[src/rtl/audio_vis_pkg.sv]
// Shared screen geometry, colours, FSM encoding and pixel record for the bar plotter.
package audio_vis_pkg;
  localparam int SCREEN_W  = 160;
  localparam int SCREEN_H  = 120;
  localparam int NUM_BARS  = 32;
  localparam int BAR_W     = 5;
  localparam int WINDOW    = 256;
  localparam int BAR_IDX_W = $clog2(NUM_BARS);
  localparam logic [2:0] BAR_COLOUR = 3'b010;
  localparam logic [2:0] BG_COLOUR  = 3'b000;

  typedef enum logic [1:0] {S_CLEAR, S_IDLE, S_LATCH, S_DRAW} state_t;

  typedef struct packed {
    logic [7:0] x;
    logic [6:0] y;
    logic [2:0] colour;
    logic       plot;
  } pixel_t;

  // -32768 has no positive twin in 16 bits, so it saturates to 32767.
  function automatic logic [14:0] sat_abs(input logic signed [15:0] s);
    if (s == 16'sh8000) return 15'h7fff;
    return s[15] ? 15'(-s) : 15'(s);
  endfunction
endpackage

[src/rtl/audio_bar_plotter_if.sv]
// Sample stream in, VGA pixel-write port and overrun flag out.
interface audio_bar_plotter_if;
  logic signed [15:0] sample;
  logic               sample_valid;
  logic               freeze;
  logic [7:0]         vga_x;
  logic [6:0]         vga_y;
  logic [2:0]         vga_colour;
  logic               vga_plot;
  logic               overrun;

  modport master (output sample, sample_valid, freeze,
                  input  vga_x, vga_y, vga_colour, vga_plot, overrun);
  modport slave  (input  sample, sample_valid, freeze,
                  output vga_x, vga_y, vga_colour, vga_plot, overrun);
endinterface

[src/rtl/audio_peak_window.sv]
// Peak |sample| over a fixed window; emits the clamped bar height on the window's last sample.
module audio_peak_window
  import audio_vis_pkg::*;
(
  input  logic               clk,
  input  logic               rst_n,
  input  logic signed [15:0] sample,
  input  logic               sample_valid,
  input  logic               freeze,
  output logic [6:0]         height,
  output logic               height_valid
);
  localparam int CW = $clog2(WINDOW);

  logic [14:0]   peak, mag, peak_nxt;
  logic [CW-1:0] count;
  logic          take;

  assign take     = sample_valid & ~freeze;
  assign mag      = sat_abs(sample);
  assign peak_nxt = (mag > peak) ? mag : peak;

  // Height is combinational so the window's own last sample is folded in.
  assign height_valid = take && (count == CW'(WINDOW - 1));
  assign height       = (peak_nxt[14:8] > 7'(SCREEN_H)) ? 7'(SCREEN_H) : peak_nxt[14:8];

  always_ff @(posedge clk or negedge rst_n) begin
    if (!rst_n) begin
      peak  <= '0;
      count <= '0;
    end else if (take) begin
      peak  <= height_valid ? '0 : peak_nxt;
      count <= count + 1'b1;
    end
  end
endmodule

[src/rtl/audio_bar_plotter.sv]
// Turns windowed peak levels into scrolling vertical bars on a 160x120 pixel-write port.
module audio_bar_plotter
  import audio_vis_pkg::*;
(
  input  logic CLOCK_50,
  input  logic resetn,
  audio_bar_plotter_if.slave bus
);
  state_t                 state, state_nxt;
  logic [6:0]             win_height, pend_height, draw_height;
  logic                   win_valid, pending, overrun;
  logic [7:0]             cnt_a;
  logic [6:0]             cnt_b;
  logic [BAR_IDX_W-1:0]   bar_idx;
  logic                   last_a, last_b, sweeping;
  pixel_t                 pix, pix_nxt;

  audio_peak_window u_peak (
    .clk          (CLOCK_50),
    .rst_n        (resetn),
    .sample       (bus.sample),
    .sample_valid (bus.sample_valid),
    .freeze       (bus.freeze),
    .height       (win_height),
    .height_valid (win_valid)
  );

  // One-deep pending slot; LATCH empties it unless a new window lands the same cycle.
  always_ff @(posedge CLOCK_50 or negedge resetn) begin
    if (!resetn) begin
      pending     <= 1'b0;
      pend_height <= '0;
      overrun     <= 1'b0;
    end else begin
      overrun <= win_valid & pending & (state != S_LATCH);
      if (win_valid) begin
        pending     <= 1'b1;
        pend_height <= win_height;
      end else if (state == S_LATCH) begin
        pending <= 1'b0;
      end
    end
  end

  always_ff @(posedge CLOCK_50 or negedge resetn) begin
    if (!resetn) state <= S_CLEAR;
    else         state <= state_nxt;
  end

  assign sweeping = (state == S_CLEAR) || (state == S_DRAW);
  assign last_b   = (cnt_b == 7'(SCREEN_H - 1));
  assign last_a   = (state == S_CLEAR) ? (cnt_a == 8'(SCREEN_W - 1)) : (cnt_a == 8'(BAR_W - 1));

  // Pixels are registered one cycle behind the state, so IDLE also reacts to the
  // window-ending strobe itself to keep strobe-to-first-plot at three cycles.
  always_comb begin
    state_nxt = state;
    case (state)
      S_CLEAR: if (last_a && last_b)      state_nxt = S_IDLE;
      S_IDLE:  if (pending || win_valid)  state_nxt = S_LATCH;
      S_LATCH:                            state_nxt = S_DRAW;
      S_DRAW:  if (last_a && last_b)      state_nxt = S_IDLE;
      default:                            state_nxt = S_CLEAR;
    endcase
  end

  always_ff @(posedge CLOCK_50 or negedge resetn) begin
    if (!resetn) begin
      cnt_a       <= '0;
      cnt_b       <= '0;
      bar_idx     <= '0;
      draw_height <= '0;
    end else begin
      if (sweeping) begin
        if (last_b) begin
          cnt_b <= '0;
          cnt_a <= last_a ? '0 : cnt_a + 1'b1;
        end else begin
          cnt_b <= cnt_b + 1'b1;
        end
      end
      if (state == S_DRAW && last_a && last_b)
        bar_idx <= (bar_idx == BAR_IDX_W'(NUM_BARS - 1)) ? '0 : bar_idx + 1'b1;
      if (state == S_LATCH)
        draw_height <= pend_height;
    end
  end

  always_comb begin
    pix_nxt      = pix;
    pix_nxt.plot = 1'b0;
    case (state)
      S_CLEAR: pix_nxt = '{x: cnt_a, y: cnt_b, colour: BG_COLOUR, plot: 1'b1};
      S_DRAW: begin
        pix_nxt.x      = 8'(bar_idx) * 8'(BAR_W) + cnt_a;
        pix_nxt.y      = cnt_b;
        pix_nxt.colour = (cnt_b >= 7'(SCREEN_H) - draw_height) ? BAR_COLOUR : BG_COLOUR;
        pix_nxt.plot   = 1'b1;
      end
      default: ;
    endcase
  end

  always_ff @(posedge CLOCK_50 or negedge resetn) begin
    if (!resetn) pix <= '0;
    else         pix <= pix_nxt;
  end

  assign bus.vga_x      = pix.x;
  assign bus.vga_y      = pix.y;
  assign bus.vga_colour = pix.colour;
  assign bus.vga_plot   = pix.plot;
  assign bus.overrun    = overrun;
endmodule

[src/flat_wrapper.sv]
// flat-port wrapper written by rule: the top's interface ports become plain ports
module audio_bar_plotter_flat import audio_vis_pkg::*;
  (CLOCK_50, resetn, bus_sample, bus_sample_valid, bus_freeze, bus_vga_x, bus_vga_y, bus_vga_colour, bus_vga_plot, bus_overrun);
  audio_bar_plotter_if bus_i ();
  input  logic CLOCK_50;
  input  logic resetn;
  input wire logic [$bits(bus_i.sample)-1:0] bus_sample;
  input wire logic [$bits(bus_i.sample_valid)-1:0] bus_sample_valid;
  input wire logic [$bits(bus_i.freeze)-1:0] bus_freeze;
  output wire logic [$bits(bus_i.vga_x)-1:0] bus_vga_x;
  output wire logic [$bits(bus_i.vga_y)-1:0] bus_vga_y;
  output wire logic [$bits(bus_i.vga_colour)-1:0] bus_vga_colour;
  output wire logic [$bits(bus_i.vga_plot)-1:0] bus_vga_plot;
  output wire logic [$bits(bus_i.overrun)-1:0] bus_overrun;
  assign bus_i.sample = bus_sample;
  assign bus_i.sample_valid = bus_sample_valid;
  assign bus_i.freeze = bus_freeze;
  assign bus_vga_x = bus_i.vga_x;
  assign bus_vga_y = bus_i.vga_y;
  assign bus_vga_colour = bus_i.vga_colour;
  assign bus_vga_plot = bus_i.vga_plot;
  assign bus_overrun = bus_i.overrun;
  audio_bar_plotter u_core (.CLOCK_50(CLOCK_50), .resetn(resetn), .bus(bus_i));
endmodule
[config.mk]
export PLATFORM = sky130hd
export DESIGN_NAME = audio_bar_plotter_flat
export DESIGN_NICKNAME = d
export VERILOG_FILES = /design/src/rtl/audio_vis_pkg.sv /design/src/rtl/audio_bar_plotter_if.sv /design/src/rtl/audio_peak_window.sv /design/src/rtl/audio_bar_plotter.sv /design/src/flat_wrapper.sv
export SDC_FILE = /design/constraint.sdc
export NUM_CORES = 1
export LEC_CHECK = 0
export CORE_MARGIN = 2
export CORE_UTILIZATION = 40
export DETAILED_ROUTE_END_ITERATION = 7
export HOLD_SLACK_MARGIN = 0.03
export MAX_ROUTING_LAYER = met4
export PLACE_DENSITY_LB_ADDON = 0.12
export SYNTH_ARGS = -nofsm -noshare
export SYNTH_HDL_FRONTEND = slang
export SYNTH_SLANG_ARGS = --single-unit
[constraint.sdc]
create_clock -name CLOCK_50 -period 2.8 [get_ports CLOCK_50]
set_clock_uncertainty 0.15 [all_clocks]
set_input_delay 0.28 -clock CLOCK_50 [delete_from_list [all_inputs] [get_ports CLOCK_50]]
set_output_delay 0.28 -clock CLOCK_50 [all_outputs]
set_load 0.03 [all_outputs]
==> results of run 1 <==
[kinds of logic after synthesis]
kind of cell / Yosys count / synth area share [%]
simple gates: 161 / 16.4
mux: 18 / 3.93
other cells: 1 / 0.0759
compound gates: 120 / 15.9
xor+xnor: 25 / 4.43
fa+ha+maj: 55 / 14.5
flops: 78 / 39.5
buf+inv: 67 / 5.27
[cell usage after synthesis, types with 3 or more instances]
cell,instances
o21ai_0,43
a21oi_1,23
nor2_1,28
xor2_1,11
nand2b_1,6
clkbuf_1,18
and4_1,3
nor2b_1,6
nand4_1,8
mux2_2,11
nand2_1,57
dfrtp_1,78
nand3b_1,3
nand3_1,22
ha_1,51
nor3_1,5
inv_1,45
a22o_1,6
mux2i_1,7
fa_1,4
o311ai_0,5
xnor2_1,14
a21o_1,5
a311oi_1,6
and3_1,8
o41ai_1,3
o31ai_1,11
a211oi_1,4
a2bb2oi_1,3
[cell type report]
cell class | count | area (µm²)
Sequential cell | 78 | 1950
Multi-Input combinational cell | 381 | 3130
Fill cell | 1050 | 5170
Timing Repair Buffer | 129 | 1120
Clock inverter | 7 | 47.5
Clock buffer | 9 | 225
Tap cell | 147 | 184
Inverter | 46 | 178
[per-stage QoR]
| stage | util (%) | power (mW) | hold slack [ns] | setup TNS (ns) | std cells |
|---|---|---|---|---|---|
| floorplan | - | 1.92 | -0.166 | -14.40 | 526 |
| global placement | 49.8 | 2.20 | 0.137 | -25.61 | 752 |
| detailed placement | 49.8 | 2.23 | 0.137 | -27.98 | 752 |
| CTS | 54.2 | 3.42 | 0.287 | -9.09 | 785 |
| global route | 56.9 | 3.80 | 0.307 | -14.11 | 797 |
| finish | 56.9 | 3.60 | 0.297 | -10.75 | 797 |
[path summary, 6_finish.rpt]
kind	from	end	slack, ns	cells after the start
worst min register to register	u_core.u_peak.count[6]$_DFFE_PN0P_	u_core.u_peak.count[6]$_DFFE_PN0P_	0.33	1
min in group CLOCK_50	bus_sample[0]	u_core.u_peak.peak[0]$_DFFE_PN0P_	0.30	4
worst max register to register	u_core.bar_idx[3]$_DFFE_PN0P_	u_core.bus.vga_x[7]$_DFFE_PN0P_	0.13	11
worst min-delay path	resetn	u_core.bar_idx[0]$_DFFE_PN0P_	0.30	2
max in group asynchronous	resetn	u_core.bar_idx[2]$_DFFE_PN0P_	1.51	3
worst max-delay path	bus_sample[0]	u_core.u_peak.peak[1]$_DFFE_PN0P_	-0.53	17
[timing repair]
| item | 4_1_cts | 5_1_grt |
|---|---|---|
| setup buffers | 16 | 11 |
| hold endpoints to repair | 36 | 0 |
| hold buffers | 1 | 0 |
| gates cloned | 0 | 3 |
| gates resized for setup | 57 | 52 |
| pin swaps | 15 | 35 |
| setup endpoints to repair | 23 | 26 |
[flip-flops by register name, summed over array words and instances (netlist names)]
register	flops
u_core.bar_idx	5
u_core.bus.overrun	1
u_core.bus.vga_colour	1
u_core.bus.vga_plot	1
u_core.bus.vga_x	8
u_core.bus.vga_y	7
u_core.cnt_a	8
u_core.cnt_b	7
u_core.draw_height	7
u_core.pend_height	7
u_core.pending	1
u_core.state	2
u_core.u_peak.count	8
u_core.u_peak.peak	15
[layout by cell type, fill, tap and decap left out, types with 4 or more instances in the layout]
cell type        instances
a21oi_2                  4
dfrtp_1                 77
a21oi_1                 18
nor2_1                  20
xor2_1                  11
ha_4                     4
and3_1                   7
xnor2_1                 14
a311oi_2                 5
clkdlybuf4s50_1         27
clkbuf_16               11
nor2b_1                  5
o31ai_1                  7
buf_6                    7
ha_1                    45
inv_1                   42
mux2_2                  11
nand2_1                 54
buf_4                   84
nor2_2                   7
nand2b_1                 6
nand4_1                  8
mux2i_1                  5
nand3_1                 20
a21o_1                   5
a22o_1                   6
nor3_1                   5
o21ai_0                 38
[power by group through the flow]
stage / logic, mW / registers [mW] / clock network [mW]
2_1_floorplan: 0.553 / 1.37 / 0
3_3_place_gp: 0.805 / 1.40 / 0
3_5_place_dp: 0.833 / 1.40 / 0
4_1_cts: 0.940 / 1.38 / 1.09
5_1_grt: 1.24 / 1.41 / 1.15
6_report: 1.14 / 1.40 / 1.07
[per-layer routing]
layer  global-route usage, %  vias to the layer above  part of all wire (%)
met4                    6.75                        0                  0.90
met3                    2.74                       11                   2.9
li1                        -                     2107                     -
met1                    24.1                     1998                    46
met2                    31.6                       60                    50
met5                       -                        -                     0
==> summary.txt, run 1 <==
Power and ir drop
  – NetSw: 1.16 mW
  – Part of the power in the clock network: just under 30%
  – Sequential Power Share: 38.7%
  – Leak pwr: between 3 and 4 nW
  – Maximum VDD drop: 0.404 mV
  – Internal power: 2.45 mW
  – Comb pwr share: a little under a third
  – P per Cell Area: approximately 530 nW/µm²
  – Sw Ratio: 32.1%

Detailed routing
  – Drc violations: 0
  – DR vias: around 4200
  – Post-DRT Antenna Nets: 0
  – Routed WL: ~12 mm
  – Drt pass-1 iters: 4
  – Vias per inst: between 5 and 6
  – Initial DRC Count: between 200 and 250
  – DR WL/cell: between 15 and 20 µm

STA
  – # setup viols final: 22
  – Tmin final: between 3 and 4 ns
  – Slew HR: between 60% and 70%
  – Worst-Margin Slew: 0.543 ns
  – Final hold vios: 0
  – Crit share post-route: 119%
  – Setup ws final: -0.533 ns
  – RSZ-0062 raised after global routing: yes
  – Max frequency: about 300 MHz
  – Max-slew violations: 0

Worst setup path
  – Worst-path cell chain: buf_6 -> inv_4 -> ha_4 -> or4b_4 -> buf_6 -> o41ai_4 -> xor2_1 -> nand2_2 -> ha_4 -> nand4_1 -> nor2_2 -> o31ai_4 -> a211oi_4 -> buf_6 -> clkbuf_16 -> mux2i_1 -> nor2_1
  – Slowest stage delay, CP: 0.49 ns
  – CP dominant cell by count: buf_6
  – Crit start category: primary input
  – WP data arrival: between 3 and 4 ns
  – Crit path max-delay family: simple AND/OR/NAND/NOR gates
  – Critical Path End Type: register
  – Critical Path Slowest Stage Cell: or4b_4
  – WP buf/inv: 5
  – Setup CP Type: in -> reg
  – Crit path max fanout: 5
  – Worst EP required: ~2.9 ns

Logic synthesis
  – Post-Syn Area: about 4900 µm²
  – Syn avg cell area: ~9.4 µm²
  – Largest area contributor in the synthesized netlist: dfrtp_1
  – Synth Register Bits: 78
  – Yosys cell types: 55
  – Ys flop type: dfrtp_1
  – Number of synthesized flops with an enable pin: 0
  – Cell count after synthesis: about 530
  – Area contributors post-synth: dfrtp_1, ha_1, o21ai_0, nand2_1, inv_1
  – Yosys Warn Count: 0
  – Share of the synthesized area in the top cell type: 39.5%
  – Register area share after synthesis: between 30% and 40%
  – FFs w/ async S/R, synth: 100%

Placement
  – Post-DP HPWL: between 8 and 9 mm
  – GPL Wtd Cong: slightly above 0.8
  – PortBufs: 37
  – DP Worst Slack: -1.33 ns
  – Placed Area: around 6000 µm²

Final layout
  – Ant diodes: 0
  – Post-route cell area: between 6000 and 7000 µm²
  – Fin nets: 720
  – Layout cell share with drive strength beyond 1: 30.3%
  – Synth-to-Final Area Change: 38.4%

Global route
  – Largest net degree at the start of global routing: 39
  – Vias in the first global route: around 4100
  – Total grt overflow: 0
  – Global-route wire length before repair: 19.6 mm
  – Initial antenna violation count: 0
  – All-Layer GR Usage: 19.1%

Clocking
  – CTS H-Tree Depth: 3
  – TritonCTS buffer count: 9
  – Later-pin clock latency in the skew report: ~0.34 ns
  – # clock sinks: 78
  – CTS tree: built
  – Clk pin slew, worst setup/hold paths: roughly 0.06 ns
  – Clock buffer depth: 2
  – Root buffer cell: clkbuf_16

Outcome
  – Outcome: finished with violations
  – Failing checks: negative setup slack

Job
  – Max Cap Viol: 0

Floorplan
  – Die span in y: 115 µm
  – Die width: roughly 120 µm
  – Io pins: 40
  – Area of the die: 13300 µm²
  – Starting Density: around two fifths
  – Core Region: about 12000 µm²
  – Row cnt: 40

Worst hold path
  – Hold crit path type: in -> async
No activity file was read; power rests on OpenSTA's default activity.
==> run 2, diff against run 1 <==
--- a/config.mk
+++ b/config.mk
@@ -5,7 +5,6 @@
 export SDC_FILE = /design/constraint.sdc
 export NUM_CORES = 1
 export LEC_CHECK = 0
-export CORE_MARGIN = 2
 export CORE_UTILIZATION = 40
 export DETAILED_ROUTE_END_ITERATION = 7
 export HOLD_SLACK_MARGIN = 0.03
==> run 2 against run 1 <==
  * The flow still finishes with violations (negative setup slack)
  * Critical path depth shrank 5
  * Hold slack gained 0.018 ns
  * Cell count shrank 1.3%
  * Clock power grew 18%
  * Combinational power grew 5%
  * Setup slack lost 0.091 ns
  * First-iteration DRC count shrank 4.1%
  * Sequential cell count is the same
  * Critical path type unchanged
  * Highest routed layer unchanged
==> summary.txt, run 2 (same netlist as run 1, synthesis figures left out) <==
Global route
  – All-Layer GR Usage: between 20% and 30%
  – Global-route wire length before repair: 20.6 mm
  – Vias in the first global route: roughly 4200
  – Largest net degree at the start of global routing: just under 80
  – Total grt overflow: 0
  – Initial antenna violation count: 0

Detailed routing
  – Vias per inst: 5.36
  – Drt pass-1 iters: 6
  – Initial DRC Count: between 200 and 250
  – DR vias: roughly 4200
  – Routed WL: 12.2 mm
  – Post-DRT Antenna Nets: 0
  – DR WL/cell: 15.5 µm
  – Drc violations: 0

Clocking
  – Clock buffer depth: 2
  – CTS tree: built
  – TritonCTS buffer count: 9
  – CTS H-Tree Depth: 3
  – # clock sinks: 78
  – Root buffer cell: clkbuf_16
  – Later-pin clock latency in the skew report: roughly 0.34 ns
  – Clk pin slew, worst setup/hold paths: 0.06 ns

STA
  – Tmin final: around 3.4 ns
  – Worst-Margin Slew: just over 1 ns
  – Setup ws final: -0.624 ns
  – # setup viols final: 22
  – RSZ-0062 raised after global routing: yes
  – Max-slew violations: 0
  – Crit share post-route: 122%
  – Slew HR: between 30% and 40%
  – Max frequency: ~300 MHz
  – Final hold vios: 0

Worst setup path
  – Worst EP required: roughly 2.9 ns
  – Worst reg2reg path endpoint: u_core.bar_idx[2]$_DFFE_PN0P_
  – Slowest stage delay, CP: around 0.59 ns
  – Critical Path End Type: register
  – WP buf/inv: 2
  – Crit path max-delay family: simple AND/OR/NAND/NOR gates
  – Critical Path Slowest Stage Cell: or4b_4
  – Crit start category: primary input
  – Reg2reg start: u_core.state[1]$_DFFE_PN0P_
  – Setup CP Type: in -> reg
  – Crit path max fanout: 5
  – R2R Setup Slk: 0.14 ns
  – Critical path startpoint: bus_sample[4]
  – Worst-path cell chain: dlygate4sd2_1 -> or4b_4 -> or2_4 -> o41ai_4 -> mux2i_1 -> ha_1 -> and4_4 -> a221oi_4 -> buf_4 -> a21oi_4 -> and3_4 -> a22o_1
  – WP data arrival: around 3.5 ns
  – Worst R2R Path Depth: 8

Final layout
  – Commonest non-fill, non-tap cells in the layout: dfrtp_1, buf_4, nand2_1
  – Fin cells: just under 800
  – Fin nets: 710
  – Top reg by flops: u_core.u_peak.peak
  – Layout cell share with drive strength beyond 1: 30.0%
  – Leading cell type in the layout, fill and taps excluded: dfrtp_1
  – Synth-to-Final Area Change: 39.0%
  – Largest register FFs: 15
  – Ant diodes: 0
  – Post-route cell area: 6870 µm²

Worst hold path
  – Worst Hold Depth: 1
  – Hold Startpoint: u_core.u_peak.count[6]$_DFFE_PN0P_
  – Hold crit path type: reg -> reg
  – Hold worst-path end: u_core.u_peak.count[6]$_DFFE_PN0P_

Floorplan
  – Core Region: 12000 µm²
  – Area of the die: 12800 µm²
  – Row cnt: 40
  – Io pins: 40
  – Die span in y: 113 µm
  – Starting Density: 41.1%
  – Die width: between 100 and 150 µm

Power and ir drop
  – Leak pwr: between 3 and 4 nW
  – P per Cell Area: approximately 560 nW/µm²
  – Maximum VDD drop: 0.398 mV

Placement
  – Placed Area: ~6000 µm²
  – GPL Wtd Cong: between 0.8 and 0.9
  – Dpl cells: 751
  – PortBufs: 37
  – Post-DP HPWL: roughly 8.4 mm

Outcome
  – Outcome: finished with violations
  – Failing checks: negative setup slack

Job
  – Max Cap Viol: 0
==> run 2: layout make-up <==
cell class | count | area [µm²]
well taps | 147 | 184
fillers | 1072 | 5140
clock buffers | 11 | 233
multi-input cells | 381 | 3200
clock inverters | 5 | 83.8
inverters | 46 | 173
repair buffers | 119 | 1040
flip-flops and latches | 78 | 1950
==> run 2: per-layer routing <==
metal	vias to the layer above	track usage, %	wire length [µm]
met1	2054	24.8	5380
met4	0	9.74	365
met3	26	2.95	284
met2	59	35.5	6160
li1	2082	-	-
met5	-	-	0
==> run 2: worst max-delay path by stage <==
stage,to,slack (ns),cells after the start
after floorplan,u_core.u_peak.peak[2]$_DFFE_PN0P_,-0.69,11
after global placement,u_core.pend_height[3]$_DFFE_PN0P_,-1.28,13
after detailed placement,u_core.u_peak.peak[12]$_DFFE_PN0P_,-1.38,13
after CTS,u_core.u_peak.peak[13]$_DFFE_PN0P_,-0.53,12
after global routing,u_core.pend_height[2]$_DFFE_PN0P_,-0.74,14
final,u_core.u_peak.peak[13]$_DFFE_PN0P_,-0.62,12
==> run 2: worst reg2reg max path: stages (launching register included) <==
cell,delay (ns)
dfrtp_1,0.40
inv_1,0.11
ha_2,0.26
ha_1,0.25
nor4_1,0.27
and4b_1,0.26
nand4_1,0.16
or4b_2,0.65
nand2_1,0.09
==> run 2: per-stage QoR <==
step	setup WS [ns]	hold slack (ns)	total power, mW	TNS, ns	util (%)
2_1_floorplan	-0.694	-0.166	1.92	-14.40	-
4_1_cts	-0.529	0.326	3.75	-10.73	55.5
6_report	-0.624	0.315	3.86	-12.35	57.2
3_5_place_dp	-1.38	0.312	2.20	-29.07	49.6
5_1_grt	-0.736	0.349	4.05	-14.87	57.2
3_3_place_gp	-1.28	0.306	2.16	-26.83	49.6
==> run 2: where the power goes <==
part	leakage, nW	internal, mW	total, mW	switching [mW]
combinational	2.03	0.589	1.20	0.606
sequential	0.998	1.27	1.40	0.127
clock	0.146	0.783	1.26	0.481
==> run 2: timing repair <==
action | 4_1_cts | 5_1_grt
resized for setup | 75 | 39
pin swaps | 37 | 24
cloned | 3 | 0
endpoints found under the setup margin | 23 | 26
hold buffers | 1 | 0
hold endpoints to repair | 75 | 0
buffers inserted | 13 | 4
==> run 3, diff against run 2 <==
--- a/config.mk
+++ b/config.mk
@@ -5,6 +5,7 @@
 export SDC_FILE = /design/constraint.sdc
 export NUM_CORES = 1
 export LEC_CHECK = 0
+export CORE_MARGIN = 5
 export CORE_UTILIZATION = 40
 export DETAILED_ROUTE_END_ITERATION = 7
 export HOLD_SLACK_MARGIN = 0.03
==> run 3 against run 2 <==
  * The flow still finishes with violations (negative setup slack)
  * Cell count grew 2.0%
  * Combinational power shrank 22%
  * Die area rose by 15%
  * Maximum frequency increased by 4.4%
  * Critical path type unchanged
  * Highest routed layer unchanged
==> summary.txt, run 3 (same netlist as run 1, synthesis figures left out) <==
Outcome
  – Outcome: finished with violations
  – Failing checks: negative setup slack

STA
  – Final hold vios: 0
  – Tmin final: 3.28 ns
  – RSZ-0062 raised after global routing: yes
  – Slew HR: between 50% and 60%
  – # setup viols final: 22
  – Max frequency: a little over 300 MHz
  – Max-slew violations: 0
  – Worst-Margin Slew: 0.694 ns
  – Crit share post-route: 117%
  – Setup ws final: -0.481 ns

Final layout
  – Ant diodes: 0
  – Largest register FFs: 15
  – Synth-to-Final Area Change: 34.1%
  – Layout cell share with drive strength beyond 1: 26.9%
  – Leading cell type in the layout, fill and taps excluded: dfrtp_1
  – Commonest non-fill, non-tap cells in the layout: dfrtp_1, buf_4, nand2_1
  – Fin nets: roughly 710
  – Top reg by flops: u_core.u_peak.peak
  – Post-route cell area: 6620 µm²
  – Final core occ: a little over half
  – Fin cells: approximately 800

Worst hold path
  – Worst Hold Depth: 4
  – Hold crit path type: in -> reg
  – Hold Startpoint: bus_sample[7]
  – Hold worst-path end: u_core.u_peak.peak[7]$_DFFE_PN0P_

Floorplan
  – Core Region: 12100 µm²
  – Row cnt: 40
  – Die width: 121 µm
  – Starting Density: 41.0%
  – Io pins: 40
  – Die span in y: roughly 120 µm
  – Area of the die: 14700 µm²

Global route
  – Total grt overflow: 0
  – Met2 Use GR: slightly below 30%
  – Vias in the first global route: roughly 4100
  – GR Layer Usage met1: a little over a fifth
  – Global-route wire length before repair: 19.8 mm
  – Largest net degree at the start of global routing: 53
  – Initial antenna violation count: 0
  – Grt peak-use layer: met2
  – Met3 Usage GRT: under 10%
  – All-Layer GR Usage: 17.2%

Placement
  – DP Worst Slack: -1.35 ns
  – Placed Area: 6040 µm²
  – Dpl cells: between 700 and 800
  – Post-DP HPWL: slightly below 9 mm
  – GPL Wtd Cong: 0.871
  – PortBufs: 37

Worst setup path
  – Worst reg2reg path endpoint: u_core.bus.vga_x[7]$_DFFE_PN0P_
  – Crit path max-delay family: simple AND/OR/NAND/NOR gates
  – Critical Path End Type: register
  – WP data arrival: around 3.4 ns
  – Crit path max fanout: 5
  – Worst R2R Path Depth: 11
  – Reg2reg start: u_core.bar_idx[1]$_DFFE_PN0P_
  – Critical Path Slowest Stage Cell: or4b_4
  – Crit start category: primary input
  – R2R Setup Slk: approximately 0.11 ns
  – CP dominant cell by count: buf_4
  – Setup CP Type: in -> reg
  – Slowest stage delay, CP: roughly 0.49 ns
  – Worst-path cell chain: buf_6 -> inv_4 -> ha_4 -> or4b_4 -> or2_4 -> o41ai_4 -> mux2i_2 -> ha_1 -> nand4_1 -> buf_4 -> nor4_4 -> a211oi_2 -> buf_4 -> mux2i_1 -> nor2_1
  – Worst EP required: 2.88 ns
  – WP buf/inv: 4

Clocking
  – # clock sinks: ~80
  – CTS H-Tree Depth: 3
  – Root buffer cell: clkbuf_16
  – TritonCTS buffer count: 9
  – Clk pin slew, worst setup/hold paths: about 0.06 ns
  – CTS tree: built
  – Clock buffer depth: 2
  – Later-pin clock latency in the skew report: ~0.34 ns

Detailed routing
  – Routed WL: around 12 mm
  – DR vias: 4190
  – Post-DRT Antenna Nets: 0
  – Initial DRC Count: around 250
  – Drt pass-1 iters: 4
  – Vias per inst: between 5 and 6
  – DR WL/cell: 14.8 µm
  – Drc violations: 0

Job
  – Max Cap Viol: 0

Power and ir drop
  – Leak pwr: about 3.1 nW
  – P per Cell Area: approximately 510 nW/µm²
  – Maximum VDD drop: ~0.35 mV
==> run 3: cell types whose count changed in the layout (fill, tap and decap cells not counted), sizes merged <==
cell | before | now
dlygate4sd2 | 3 | 0
clkdlybuf4s15 | 1 | 3
bufinv | 2 | 0
clkinv | 2 | 3
buf | 86 | 83
==> run 3: metal layers <==
metal | part of all wire [%] | vias up
met5 | 0 | -
met4 | 1.8 | 0
met3 | 2.9 | 15
met2 | 52 | 59
met1 | 44 | 2038
li1 | - | 2078
==> run 3: how the worst max path moves through the flow <==
stage,start,to,slack (ns),depth (start not counted)
after floorplan,bus_sample[5],u_core.u_peak.peak[2]$_DFFE_PN0P_,-0.69,11
after global placement,bus_sample[1],u_core.u_peak.peak[14]$_DFFE_PN0P_,-1.26,13
after detailed placement,bus_sample[1],u_core.u_peak.peak[4]$_DFFE_PN0P_,-1.35,13
after CTS,bus_sample[7],u_core.u_peak.peak[5]$_DFFE_PN0P_,-0.50,11
after global routing,bus_sample[1],u_core.u_peak.peak[1]$_DFFE_PN0P_,-0.66,15
final,bus_sample[1],u_core.u_peak.peak[1]$_DFFE_PN0P_,-0.48,15
==> run 3: timing repair <==
action                                  CTS  global route
setup buffers                             4             2
pin swaps                                35            26
gates resized for setup                  61            37
cloned                                    1             1
hold endpoints to repair                 51             0
endpoints found under the setup margin   24            26
hold buffers                              1             0
==> run 3: where the power goes <==
| part | total (mW) | internal, mW | switching, mW |
|---|---|---|---|
| combinational | 0.932 | 0.454 | 0.478 |
| clock | 1.04 | 0.592 | 0.450 |
| sequential | 1.40 | 1.27 | 0.126 |
| total | 3.37 | 2.32 | 1.05 |
==> run 3: cell type report <==
class                      instances  area (µm²)
clock buffer                      11         233
clock inverter                     4        25.0
fill                            1101        5440
inverter                          46         178
multi-input combinational        381        3060
sequential                        78        1950
tap                              168         210
timing repair buffer             115         965
==> run 3: through the flow <==
| stage | TNS [ns] | total power [mW] | hold WS [ns] |
|---|---|---|---|
| after floorplan | -14.40 | 1.92 | -0.166 |
| after global placement | -27.10 | 2.14 | 0.218 |
| after detailed placement | -28.42 | 2.17 | 0.225 |
| after CTS | -10.28 | 3.33 | 0.298 |
| after global routing | -13.22 | 3.57 | 0.337 |
| final | -9.66 | 3.37 | 0.321 |
==> run 3: worst reg2reg max path: cells and delay by family, from the launching register on <==
family                   cells  cell delay [ns]
adder cells (fa/ha/maj)      3             1.05
AO/OA/AOI/OAI                4             0.74
flip-flops                   1             0.39
AND/OR/NAND/NOR              2             0.21
buffers and inverters        2             0.10
